$ cat config.mk
export PLATFORM = sky130hd
export DESIGN_NAME = collision_detection
export DESIGN_NICKNAME = d
export VERILOG_FILES = /design/src/rtl/collision_detection.sv
export SDC_FILE = /design/constraint.sdc
export NUM_CORES = 1
export LEC_CHECK = 0
export BUFFER_PORTS_ARGS = -buffer_cell sky130_fd_sc_hd__buf_2
export CORE_ASPECT_RATIO = 2
export CORE_MARGIN = 10
export CORE_UTILIZATION = 48
export CTS_BUF_LIST = sky130_fd_sc_hd__clkbuf_4
export DETAILED_ROUTE_END_ITERATION = 7
export PLACE_DENSITY = 0.89
export SLEW_MARGIN = 20
export SYNTH_ARGS = -nofsm -noshare
export SYNTH_HDL_FRONTEND = slang
export SYNTH_SLANG_ARGS = --single-unit
$ cat constraint.sdc
create_clock -name clk -period 0.8 [get_ports clk]
set_input_delay 0 -clock clk [delete_from_list [all_inputs] [get_ports clk]]
set_output_delay 0 -clock clk [all_outputs]
set_load 0.01 [all_outputs]
$ cat src/rtl/collision_detection.sv
// Per-frame collision checker: player vs enemy sprite, player vs screen edges and one obstacle.
// Optional macro CENTER_BLOCK_EN reports the block under the sprite centre instead of its top-left corner.
`timescale 1ns/1ps
module collision_detection #(
    parameter int SPRITE_SIZE = 16,
    parameter int MAX_X       = 639,
    parameter int MAX_Y       = 479,
    parameter int OBS_X0      = 16,
    parameter int OBS_X1      = 23,
    parameter int OBS_Y0      = 12,
    parameter int OBS_Y1      = 17
) (
    input  logic        clk,
    input  logic        rst_n,
    input  logic [19:0] position,
    input  logic [19:0] e_position,
    output logic [5:0]  pblockposx,
    output logic [5:0]  pblockposy,
    output logic        enemyCollide,
    output logic        wallCollide
);

    localparam int          BLOCK_PX  = 16;
    localparam logic [10:0] SPR       = 11'(SPRITE_SIZE);
    localparam logic [10:0] LIMIT_X   = 11'(MAX_X);
    localparam logic [10:0] LIMIT_Y   = 11'(MAX_Y);
    localparam logic [10:0] OBS_LEFT  = 11'(OBS_X0 * BLOCK_PX);
    localparam logic [10:0] OBS_RIGHT = 11'(OBS_X1 * BLOCK_PX + BLOCK_PX - 1);
    localparam logic [10:0] OBS_TOP   = 11'(OBS_Y0 * BLOCK_PX);
    localparam logic [10:0] OBS_BOT   = 11'(OBS_Y1 * BLOCK_PX + BLOCK_PX - 1);

    // 11-bit copies so that pos + SPRITE_SIZE can never wrap
    logic [10:0] px, py, ex, ey;
    logic [10:0] pxEnd, pyEnd, exEnd, eyEnd;
    logic        enemyHit, edgeHit, obstacleHit;

    logic [5:0]  blockX_d, blockX_q;
    logic [5:0]  blockY_d, blockY_q;
    logic        enemy_d, enemy_q;
    logic        wall_d, wall_q;

    assign px    = {1'b0, position[19:10]};
    assign py    = {1'b0, position[9:0]};
    assign ex    = {1'b0, e_position[19:10]};
    assign ey    = {1'b0, e_position[9:0]};
    assign pxEnd = px + SPR;
    assign pyEnd = py + SPR;
    assign exEnd = ex + SPR;
    assign eyEnd = ey + SPR;

    always_comb begin
        enemyHit    = (ex <= pxEnd) && (px <= exEnd) && (ey <= pyEnd) && (py <= eyEnd);
        edgeHit     = (pxEnd > LIMIT_X) || (pyEnd > LIMIT_Y);
        obstacleHit = (px <= OBS_RIGHT) && (pxEnd >= OBS_LEFT) &&
                      (py <= OBS_BOT)   && (pyEnd >= OBS_TOP);
        enemy_d     = enemyHit;
        wall_d      = edgeHit || obstacleHit;
    end

`ifdef CENTER_BLOCK_EN
    logic [10:0] pxCentre, pyCentre;

    assign pxCentre = px + 11'd8;
    assign pyCentre = py + 11'd8;

    // a centre past column/row 1023 has no block of its own; clamp to the last one
    always_comb begin
        blockX_d = pxCentre[10] ? 6'h3f : pxCentre[9:4];
        blockY_d = pyCentre[10] ? 6'h3f : pyCentre[9:4];
    end
`else
    always_comb begin
        blockX_d = position[19:14];
        blockY_d = position[9:4];
    end
`endif

    always_ff @(posedge clk or negedge rst_n) begin
        if (!rst_n) begin
            blockX_q <= '0;
            blockY_q <= '0;
            enemy_q  <= 1'b0;
            wall_q   <= 1'b0;
        end else begin
            blockX_q <= blockX_d;
            blockY_q <= blockY_d;
            enemy_q  <= enemy_d;
            wall_q   <= wall_d;
        end
    end

    assign pblockposx   = blockX_q;
    assign pblockposy   = blockY_q;
    assign enemyCollide = enemy_q;
    assign wallCollide  = wall_q;

endmodule

Word-level counts from Yosys, hierarchy flattened

Index checks and enable logic that the tools add are counted.
W data, S select, Z words.

Bits in registers: 14
Input port bits: 42
Output and inout port bits: 14
Word-level logic and storage cells: 26

$add $sub $neg: 4
Order comparisons: 10
Reductions and logical operators: 8

Operator list:

| kind                    | count |
|---|---|
| $add A10 B5 Y11 const B | 4 |
| $le A10 B11 Y1          | 4 |
| $le A10 B9 Y1 const B   | 2 |
| $ge A11 B8 Y1 const B   | 1 |
| $ge A11 B9 Y1 const B   | 1 |
| $gt A11 B10 Y1 const B  | 1 |
| $gt A11 B9 Y1 const B   | 1 |
| $logic_and A1 B1 Y1     | 6 |
| $logic_or A1 B1 Y1      | 2 |

Logic depth before layout (Yosys ltp)

Gate-level depths: netlist of the first run.

Depth in word-level cells: 6
Gate-level depth with buffers: 10
Gate-level depth less buffers: 10

Worst setup path before layout of the first run

OpenSTA, ideal clock, no wires.

Path type: input to register
Start: input port position[4]
End: register enemy_q (netlist: enemyCollide)
Library setup time: 0.094 ns
Data arrival time: 1.548 ns
Data required time: 0.706 ns
Path slack: -0.841 ns
Stages on the path: 9
Buffers on the path: 0
Cells stage by stage: ha_1 nand3_1 xor2_1 ha_1 and4_1 and2_1 o31ai_1 nand3_1 a211oi_1

Longest elaborated chain between the ends: 4
Elaborated cells between the ends (all ways): 5
Classes of those cells: add/sub (1); order compare (2); reduce/logical (2)

RTL lines:

| what                  | line | RTL |
|---|---|---|
| start, declared       | 15   | `input logic [19:0] position,` |
| $add A10 B5 Y11       | 47   | `assign pyEnd = py + SPR;` |
| $le A10 B11 Y1        | 52   | `enemyHit = (ex <= pxEnd) && (px <= exEnd) && (ey <= pyEnd) && (py <= eyEnd);` |
| $logic_and A1 B1 Y1   | 52   |  |
| $logic_and A1 B1 Y1 * | 52   |  |
| named net enemyHit    | 35   | `logic enemyHit, edgeHit, obstacleHit;` |
| end signal, assigned  | 87   | `enemy_q <= enemy_d;` |
| end, declared         | 39   | `logic enemy_d, enemy_q;` |

The timed path passes the listed nets; every way through them passes the cells marked *.

Final worst setup path of the first run

Start: input port e_position[5]
End: register enemy_q (netlist: enemyCollide)

Longest elaborated chain between the ends: 3
Elaborated cells between the ends (all ways): 5
Classes of those cells: add/sub (1); order compare (2); reduce/logical (2)

RTL lines:

| what                                                  | line   | RTL |
|---|---|---|
| start, declared                                       | 16     | `input logic [19:0] e_position,` |
| $add A10 B5 Y11 or $le A10 B11 Y1 (tied branches)     | 49, 52 |  |
| $le A10 B11 Y1 or $logic_and A1 B1 Y1 (tied branches) | 52     |  |
| $logic_and A1 B1 Y1 *                                 | 52     |  |
| named net enemyHit                                    | 35     |  |

Marked as above.

==> flow_metrics.env, run 1 <==
export IMPL_synth_area_leaders="ha_1 (30%), dfrtp_1 (20%), inv_1 (5.3%), xor2_1 (5.0%), a21oi_1 (4.6%)"
export IMPL_synthXorXnorAreaFrac_pct=7.972
export IMPL_top_usage_layer="met2"
export IMPL_clockRootBuffer="clkbuf_4"
export IMPL_p_leak_uw=0.001448
export IMPL_fin_crit_sh_pct=203.4
export IMPL_synth_yosys_warnings=0
export IMPL_netlist_top_cells_count="ha_1 (42), inv_1 (25), nand2_1 (17)"
export IMPL_grtUsageMet2_pct=40.63
export IMPL_min_path_type="in -> reg"
export IMPL_diodes=0
export IMPL_dp_cells=368
export IMPL_maxCapViolCount=0
export IMPL_place_congestion=0.9567
export IMPL_utilization_pct=82.57
export IMPL_use_met1_pct=16.54
export IMPL_violations="setup timing"
export IMPL_cp_start_kind="input pin"
export IMPL_stdcell_count=383
export IMPL_cts_tree="yes"
export IMPL_syn_area_sq_mm=0.001758
export IMPL_synth_top_family_by_area="adder cells"
export IMPL_synth_compound_area_share_pct=15.30
export IMPL_cts_sinks=14
export IMPL_rows=31
export IMPL_timing_slew_headroom_pct=64.38
export IMPL_timing_final_ws_setup_ns=-0.8275
export IMPL_powerDensity_mw_per_mm2=942.7
export IMPL_clkTransAtPathRegs_ns=0.09
export IMPL_ant_nets=0
export IMPL_htreeDepth=1
export IMPL_crit_fanout=3
export IMPL_hold_violations=0
export IMPL_drc=0
export IMPL_grt_setup_unrepaired="yes"
export IMPL_worstHoldStart="position[18]"
export IMPL_nFillCells=218
export IMPL_grt_max_degree=15
export IMPL_yosysMostFrequentCell="ha_1"
export IMPL_syn_nets=296
export IMPL_worst_slew_pin_slew_ns=0.5268
export IMPL_required_ns=1.01
export IMPL_finalMaxSlewViolations=0
export IMPL_cp_arrival_ns=1.84
export IMPL_grt_use_met3_pct=4.348
export IMPL_tns_ns=-1.536
export IMPL_cts_made_buffers=3
export IMPL_syn_avg_cell_area_sq_um=8.292
export IMPL_peakVddDrop_v=0.0006005
export IMPL_yosysTopAreaCell="ha_1"
export IMPL_areaGrowthSynthToFinish_pct=67.62
export IMPL_min_to="pblockposx[4]"
export IMPL_ys_seq_area_share_pct=19.93
export IMPL_crit_type="in -> reg"
export IMPL_initial_utilization_pct=49.26
export IMPL_fp_coreArea_sq_mm=0.003568
export IMPL_die_h_um=105.6
export IMPL_numPortBuffers=55
export IMPL_cts_buffer_depth=2
export IMPL_grt_pass1_vias=2422
export IMPL_synth_ff_type="dfrtp_1"
export IMPL_synthCells=212
export IMPL_io_pins=56
export IMPL_place_hpwl_um=5091
export IMPL_wire_per_inst_um=20.28
export IMPL_max_freq_ghz=0.6145
export IMPL_antenna_found_initial=0
export IMPL_grt_usage_pct=20.68
export IMPL_drive_above_1_share_pct=44.01
export IMPL_synth_seq_cells=14
export IMPL_grt_pass1_wl_um=10960
export IMPL_outcome="finished with violations"
export IMPL_setup_viol=11
export IMPL_vias=2238
export IMPL_nets=419
export IMPL_first_pass_iters=4
export IMPL_endpoint_kind="register"
export IMPL_yosysUniqueCellTypes=35
export IMPL_synth_area_mux_share_pct=1.281
export IMPL_fp_dieW_um=62.79
export IMPL_synth_fa_ha_area_share_pct=29.89
export IMPL_dieArea_sq_mm=0.006630
export IMPL_post_route_min_period_ns=1.627
export IMPL_via_per_inst=5.843
export IMPL_synth_top_cell_area_share_pct=29.89
export IMPL_whs_path_depth=2
export IMPL_synth_edf_count=0
export IMPL_grt_ovfl_total=0
export IMPL_drt_wl_total_um=7767
export IMPL_synthArstFlopShare_pct=100.0
export IMPL_synthSimpleGateAreaFrac_pct=20.28
export IMPL_drt_iter0_markers=147
==> cell usage in the layout (no fill, tap or decap), drive strengths merged, types with 2 or more instances in the layout <==
cell	instances
ha	42
nor4b	2
nor4	3
nand4	2
o21ai	10
buf	108
inv	25
nand2	17
xnor2	6
and3	6
mux2	2
nor2b	3
nand3	17
a21oi	16
a31oi	6
clkbuf	3
dlygate4sd3	10
nor2	15
a211oi	4
xor2	10
dfrtp	14
==> layer usage <==
metal  vias up  share of wire (%)  wire, um
met1      1055                 31      2440
met3        63                5.4       419
met5         -                  0         0
li1        993                  -         -
met4         0                7.8       603
met2       127                 55      4303
==> registers in the layout, summed over array words and instances, names as in the netlist <==
| register | count |
|---|---|
| pblockposx | 6 |
| enemyCollide | 1 |
| pblockposy | 6 |
| wallCollide | 1 |
==> logic make-up after synthesis <==
family	Yosys count
compound gates	45
xor+xnor	16
fa+ha+maj	42
buf+inv	25
flops	14
mux	2
simple gates	68
==> worst max-delay path, stage by stage <==
cell	delay, ns
buf_2	0.12
nand3_1	0.16
nor2_1	0.19
xnor2_1	0.09
ha_1	0.31
and3_4	0.21
nor4b_4	0.23
a211oi_1	0.09
o21ai_1	0.10
nand3_1	0.10
a211oi_2	0.23
==> through the flow <==
step	setup slack (ns)	area (sq um)	power, uW	hold WS [ns]
2_1_floorplan	-0.7453	1792	1363	-0.2956
3_3_place_gp	-0.9953	2519	1937	-0.1015
3_5_place_dp	-1.072	2519	2003	-0.09264
4_1_cts	-0.6757	2706	2494	0.001522
5_1_grt	-0.8972	2947	2929	0.02330
6_report	-0.8275	2947	2778	0.02278
==> report_power, final <==
group	switching [uW]	internal (uW)	leakage (uW)
logic	816	748	0.00127
clock network	263	182	0.0000154
registers	18.6	750	0.000164
==> area by class of cell <==
type	instances	area [sq um]	share of cell area (%)
clock buffers	3	22.52	0.7643
clock inverters	1	3.754	0.1274
flip-flops and latches	14	350.3	11.89
multi-input cells	173	1560	52.95
well taps	49	61.31	2.081
repair buffers	118	854.6	29.00
inverters	25	93.84	3.185
==> worst max path at each step <==
stage / from / endpoint / slack, ns / depth (start not counted)
3_5_place_dp: e_position[14] / enemyCollide / -1.07 / 11
2_1_floorplan: position[8] / enemyCollide / -0.75 / 9
6_report: e_position[5] / enemyCollide / -0.83 / 11
3_3_place_gp: position[4] / enemyCollide / -1.0 / 11
4_1_cts: e_position[4] / enemyCollide / -0.68 / 11
5_1_grt: position[15] / enemyCollide / -0.90 / 9
==> repair_timing <==
item,CTS,global route
endpoints found under the hold margin,20,3
pin swaps,9,23
setup buffers,0,1
endpoints found under the setup margin,7,16
hold buffers,7,3
resized for setup,17,33
Power figures use the tool's default switching activity.
==> run 2, diff against run 1 <==
--- a/config.mk
+++ b/config.mk
@@ -8,10 +8,11 @@
 export BUFFER_PORTS_ARGS = -buffer_cell sky130_fd_sc_hd__buf_2
 export CORE_ASPECT_RATIO = 2
 export CORE_MARGIN = 10
-export CORE_UTILIZATION = 48
+export CORE_UTILIZATION = 53
 export CTS_BUF_LIST = sky130_fd_sc_hd__clkbuf_4
 export DETAILED_ROUTE_END_ITERATION = 7
-export PLACE_DENSITY = 0.89
+export HOLD_SLACK_MARGIN = 0.08
+export PLACE_DENSITY = 0.93
 export SLEW_MARGIN = 20
 export SYNTH_ARGS = -nofsm -noshare
 export SYNTH_HDL_FRONTEND = slang
==> constraint.sdc (replaced) <==
create_clock -name clk -period 1.6 [get_ports clk]
set_input_delay 0 -clock clk [delete_from_list [all_inputs] [get_ports clk]]
set_output_delay 0 -clock clk [all_outputs]
set_load 0.01 [all_outputs]
==> run 2 against run 1 <==
Against the previous run: the run ends with DRC, setup timing left; final area fell by 13%; critical path depth fell by 1; sequential power fell by 50%; routed wire length fell by 11%; power fell by 55%; flip-flop and latch count did not move; global-route usage fell by 0.41 points; non-clock buffer count fell by 15; utilization fell by 1.9 points; largest cell class unchanged; highest routed layer unchanged.
==> flow_metrics.env, run 2 (synthesis gave the netlist of run 1 again) <==
export IMPL_hold_violations=0
export IMPL_max_freq_ghz=0.5794
export IMPL_path_cells="buf_2 > and3_4 > nand3_2 > xor2_2 > ha_4 > a21oi_1 > o21ai_0 > o31ai_2 > nand3_1 > a211oi_1"
export IMPL_drc=1
export IMPL_wire_per_inst_um=19.67
export IMPL_layout_common_cells="buf_2 (54), ha_1 (40), buf_4 (36)"
export IMPL_setup_viol=1
export IMPL_nets=404
export IMPL_power_total_uw=1244
export IMPL_cp_start_kind="input pin"
export IMPL_io_pins=56
export IMPL_grt_max_degree=15
export IMPL_rows=29
export IMPL_antenna_found_initial=0
export IMPL_worst_slew_pin_slew_ns=0.4851
export IMPL_finalMaxSlewViolations=0
export IMPL_place_hpwl_um=4838
export IMPL_postPlaceCellArea_sq_mm=0.002347
export IMPL_crit_fanout=4
export IMPL_p_leak_uw=0.001341
export IMPL_path_buf_inv=1
export IMPL_htreeDepth=1
export IMPL_clkTransAtPathRegs_ns=0.09
export IMPL_endpoint_kind="register"
export IMPL_ant_nets=0
export IMPL_tns_ns=-0.1259
export IMPL_fp_coreArea_sq_mm=0.003193
export IMPL_final_common_cell="buf_2"
export IMPL_numPortBuffers=55
export IMPL_diodes=0
export IMPL_first_pass_iters=7
export IMPL_cts_tree="yes"
export IMPL_final_area_sq_mm=0.002577
export IMPL_drt_wl_total_um=6883
export IMPL_crit_type="in -> reg"
export IMPL_grt_usage_pct=20.27
export IMPL_drive_above_1_share_pct=34.48
export IMPL_min_path_type="in -> async"
export IMPL_dieArea_sq_mm=0.006160
export IMPL_initial_utilization_pct=55.05
export IMPL_grt_pass1_vias=2309
export IMPL_cp_arrival_ns=1.91
export IMPL_maxCapViolCount=0
export IMPL_slowest_delay_ns=0.30
export IMPL_grt_ovfl_total=0
export IMPL_drt_iter0_markers=139
export IMPL_via_per_inst=6.203
export IMPL_post_route_min_period_ns=1.726
export IMPL_areaGrowthSynthToFinish_pct=46.62
export IMPL_fp_dieW_um=60.73
export IMPL_vias=2171
export IMPL_cts_sinks=14
export IMPL_clockRootBuffer="clkbuf_4"
export IMPL_cts_buffer_depth=2
export IMPL_cts_made_buffers=3
export IMPL_die_h_um=101.4
export IMPL_timing_slew_headroom_pct=67.20
export IMPL_utilization_pct=80.72
export IMPL_required_ns=1.79
export IMPL_grt_pass1_wl_um=9956
export IMPL_peakVddDrop_v=0.0003444
export IMPL_place_congestion=0.8949
export IMPL_crit_family="compound AO/OA/AOI/OAI gates"
export IMPL_powerDensity_mw_per_mm2=482.6
export IMPL_violations="DRC, setup timing"
export IMPL_cpMaxStageDelayCell="o31ai_2"
export IMPL_timing_final_ws_setup_ns=-0.1259
export IMPL_fin_crit_sh_pct=107.9
export IMPL_outcome="finished with violations"
## run 2: cell types whose count changed in the layout (fill, tap and decap cells not counted), sizes merged
cell / delta
dlymetal6s4s: +1
buf: -18
dlygate4sd3: +2
## run 2: what timing repair did
action,4_1_cts,5_1_grt
setup endpoints to repair,0,1
hold buffers,13,0
buffers inserted,0,1
gates resized for setup,0,13
endpoints found under the hold margin,27,0
## run 2: path summary, 6_finish.rpt
path	slack (ns)	from	endpoint	depth (start not counted)
hold / removal	0.14	rst_n	pblockposy[0]	2
min in group clk	0.16	position[17]	pblockposx[3]	1
max in group asynchronous	1.23	rst_n	pblockposx[0]	2
setup / recovery	-0.13	position[7]	enemyCollide	10
## run 2: final cells by class
cell class,instances,area [sq um]
clock buffers,3,22.52
clock inverters,1,3.754
fillers,208,615.6
inverters,25,93.84
multi-input cells,173,1395
flip-flops and latches,14,350.3
well taps,31,38.79
repair buffers,103,673.1
## run 2: where the power goes
group,leakage (uW),switching (uW),internal [uW]
clock,0.0000154,115,90.4
sequential,0.000164,6.84,375
combinational,0.00116,349,308
total,0.00134,471,773
## run 2: routing by layer
layer	share of wire, %	track usage [%]
met1	32	17.86
met2	54	38.85
met3	5.6	4.135
met4	8.8	11.54
met5	0	0
## run 2: stage by stage
step | worst slack, ns | cells | hold WS (ns)
floorplan | 0.04104 | 212 | -0.2956
global placement | -0.1940 | 333 | -0.1011
detailed placement | -0.2564 | 333 | -0.09027
CTS | 0.0002138 | 350 | 0.09388
global route | -0.4622 | 350 | 0.1380
finish | -0.1259 | 350 | 0.1396
==> run 3, diff against run 2 <==
--- a/config.mk
+++ b/config.mk
@@ -13,6 +13,7 @@
 export DETAILED_ROUTE_END_ITERATION = 7
 export HOLD_SLACK_MARGIN = 0.08
 export PLACE_DENSITY = 0.93
+export SETUP_SLACK_MARGIN = 0.1
 export SLEW_MARGIN = 20
 export SYNTH_ARGS = -nofsm -noshare
 export SYNTH_HDL_FRONTEND = slang
==> run 3 against run 2 <==
Against the previous run: the flow finishes with violations (setup timing); final cell count is 0.29% higher; first-iteration DRC count up 22%; routed wire length grew 25%; combinational power grew 18%; die area unchanged; via count is 7.9% higher; clock-buffer cell count unchanged.
==> flow_metrics.env, run 3 (synthesis gave the netlist of run 1 again) <==
export IMPL_drt_wl_total_um=8634
export IMPL_cts_buffer_depth=2
export IMPL_timing_final_ws_setup_ns=-0.1167
export IMPL_post_route_min_period_ns=1.717
export IMPL_peakVddDrop_v=0.0003980
export IMPL_setup_viol=1
export IMPL_fin_crit_sh_pct=107.3
export IMPL_initial_utilization_pct=55.05
export IMPL_numPortBuffers=55
export IMPL_antenna_found_initial=0
export IMPL_wl_met1_um=2569
export IMPL_violations="setup timing"
export IMPL_endpoint_kind="register"
export IMPL_max_freq_ghz=0.5825
export IMPL_fp_coreArea_sq_mm=0.003193
export IMPL_grt_setup_unrepaired="yes"
export IMPL_layout_common_cells="buf_2 (48), ha_1 (38), buf_4 (37)"
export IMPL_wl_met2_um=4505
export IMPL_io_pins=56
export IMPL_fp_dieW_um=60.73
export IMPL_cpMostUsedCell="nand3_1"
export IMPL_path_buf_inv=1
export IMPL_cts_tree="yes"
export IMPL_htreeDepth=1
export IMPL_dieArea_sq_mm=0.006160
export IMPL_required_ns=1.79
export IMPL_clockRootBuffer="clkbuf_4"
export IMPL_via_per_inst=6.672
export IMPL_grt_max_degree=15
export IMPL_worst_slew_pin_slew_ns=0.4468
export IMPL_tns_ns=-0.1167
export IMPL_grt_usage_pct=23.13
export IMPL_crit_family="compound AO/OA/AOI/OAI gates"
export IMPL_place_hpwl_um=4897
export IMPL_finalMaxSlewViolations=0
export IMPL_cpMaxStageDelayCell="ha_1"
export IMPL_holdWs_ns=0.1427
export IMPL_ant_nets=0
export IMPL_diodes=0
export IMPL_wl_met3_um=762
export IMPL_grt_pass1_vias=2424
export IMPL_stdcell_count=351
export IMPL_vias=2342
export IMPL_routed_top_layer="met4"
export IMPL_dp_cells=333
export IMPL_drt_iter0_markers=169
export IMPL_drive_above_1_share_pct=40.31
export IMPL_cp_arrival_ns=1.91
export IMPL_pre_cts_ws_ns=-0.3972
export IMPL_place_congestion=0.9737
export IMPL_drc=0
export IMPL_powerDensity_mw_per_mm2=491.6
export IMPL_slowest_delay_ns=0.33
export IMPL_cts_made_buffers=3
export IMPL_die_h_um=101.4
export IMPL_clkTransAtPathRegs_ns=0.08
export IMPL_hold_violations=0
export IMPL_crit_fanout=5
export IMPL_cts_sinks=14
export IMPL_rows=29
export IMPL_cp_start_kind="input pin"
export IMPL_wire_per_inst_um=24.60
export IMPL_outcome="finished with violations"
export IMPL_areaGrowthSynthToFinish_pct=57.22
export IMPL_min_path_type="in -> async"
export IMPL_timing_slew_headroom_pct=69.94
export IMPL_final_common_cell="buf_2"
export IMPL_grt_ovfl_total=0
export IMPL_nFillCells=164
export IMPL_first_pass_iters=5
export IMPL_path_cells="buf_8 > nand3_1 > xor2_2 > ha_1 > a21oi_1 > o21ai_1 > o31ai_2 > nand3_1 > a211oi_2"
export IMPL_crit_type="in -> reg"
export IMPL_maxCapViolCount=0
export IMPL_grt_pass1_wl_um=11250
export IMPL_nets=405
export IMPL_p_leak_uw=0.001388
-- run 3: changes by cell type in the layout (fill, tap and decap cells not counted), moves of 2 or more --
cell	delta
a21oi_2	+2
ha_1	-2
a21oi_1	-2
nand3_4	+3
nand3_1	-4
nor2_1	-2
buf_2	-6
buf_6	+4
nand2_1	-2
o21ai_1	+2
o21ai_0	-2
nor2_2	+2
nand2_2	+2
-- run 3: routing by layer --
metal / GRT usage (%) / vias to the layer above
met2: 43.81 / 215
li1: - / 967
met4: 15.79 / 0
met1: 20.59 / 1079
met3: 3.258 / 81
met5: 0 / -
-- run 3: worst max-delay path by stage --
stage,to,from,cells past startpoint
CTS,enemyCollide,position[6],10
floorplan,enemyCollide,position[8],9
detailed placement,enemyCollide,position[5],11
finish,enemyCollide,position[4],9
global route,enemyCollide,position[4],9
global placement,enemyCollide,position[5],10
-- run 3: per-stage QoR --
stage / power [uW] / area (sq um) / utilization, %
finish: 1359 / 2764 / 86.56
global route: 1424 / 2764 / 86.56
CTS: 1226 / 2653 / 83.07
detailed placement: 968.7 / 2366 / 74.10
global placement: 933.7 / 2366 / 74.10
floorplan: 681.1 / 1789 / -
-- run 3: final cells by class --
class,instances,area [sq um],area share [%]
sequential,14,350.3,12.68
timing repair buffer,104,730.7,26.44
clock buffer,3,22.52,0.8148
inverter,25,93.84,3.395
multi-input combinational,173,1524,55.14
tap,31,38.79,1.403
clock inverter,1,3.754,0.1358
-- run 3: what timing repair did --
action,in CTS,in global routing
endpoints found under the hold margin,26,0
pin swaps,15,20
hold buffers,13,0
setup buffers,1,0
endpoints found under the setup margin,1,2
resized for setup,22,26
-- run 3: power breakdown --
group	leakage, uW	switching, uW	internal, uW
clock	0.0000154	109	90.4
combinational	0.00121	430	348
sequential	0.000164	6.68	375
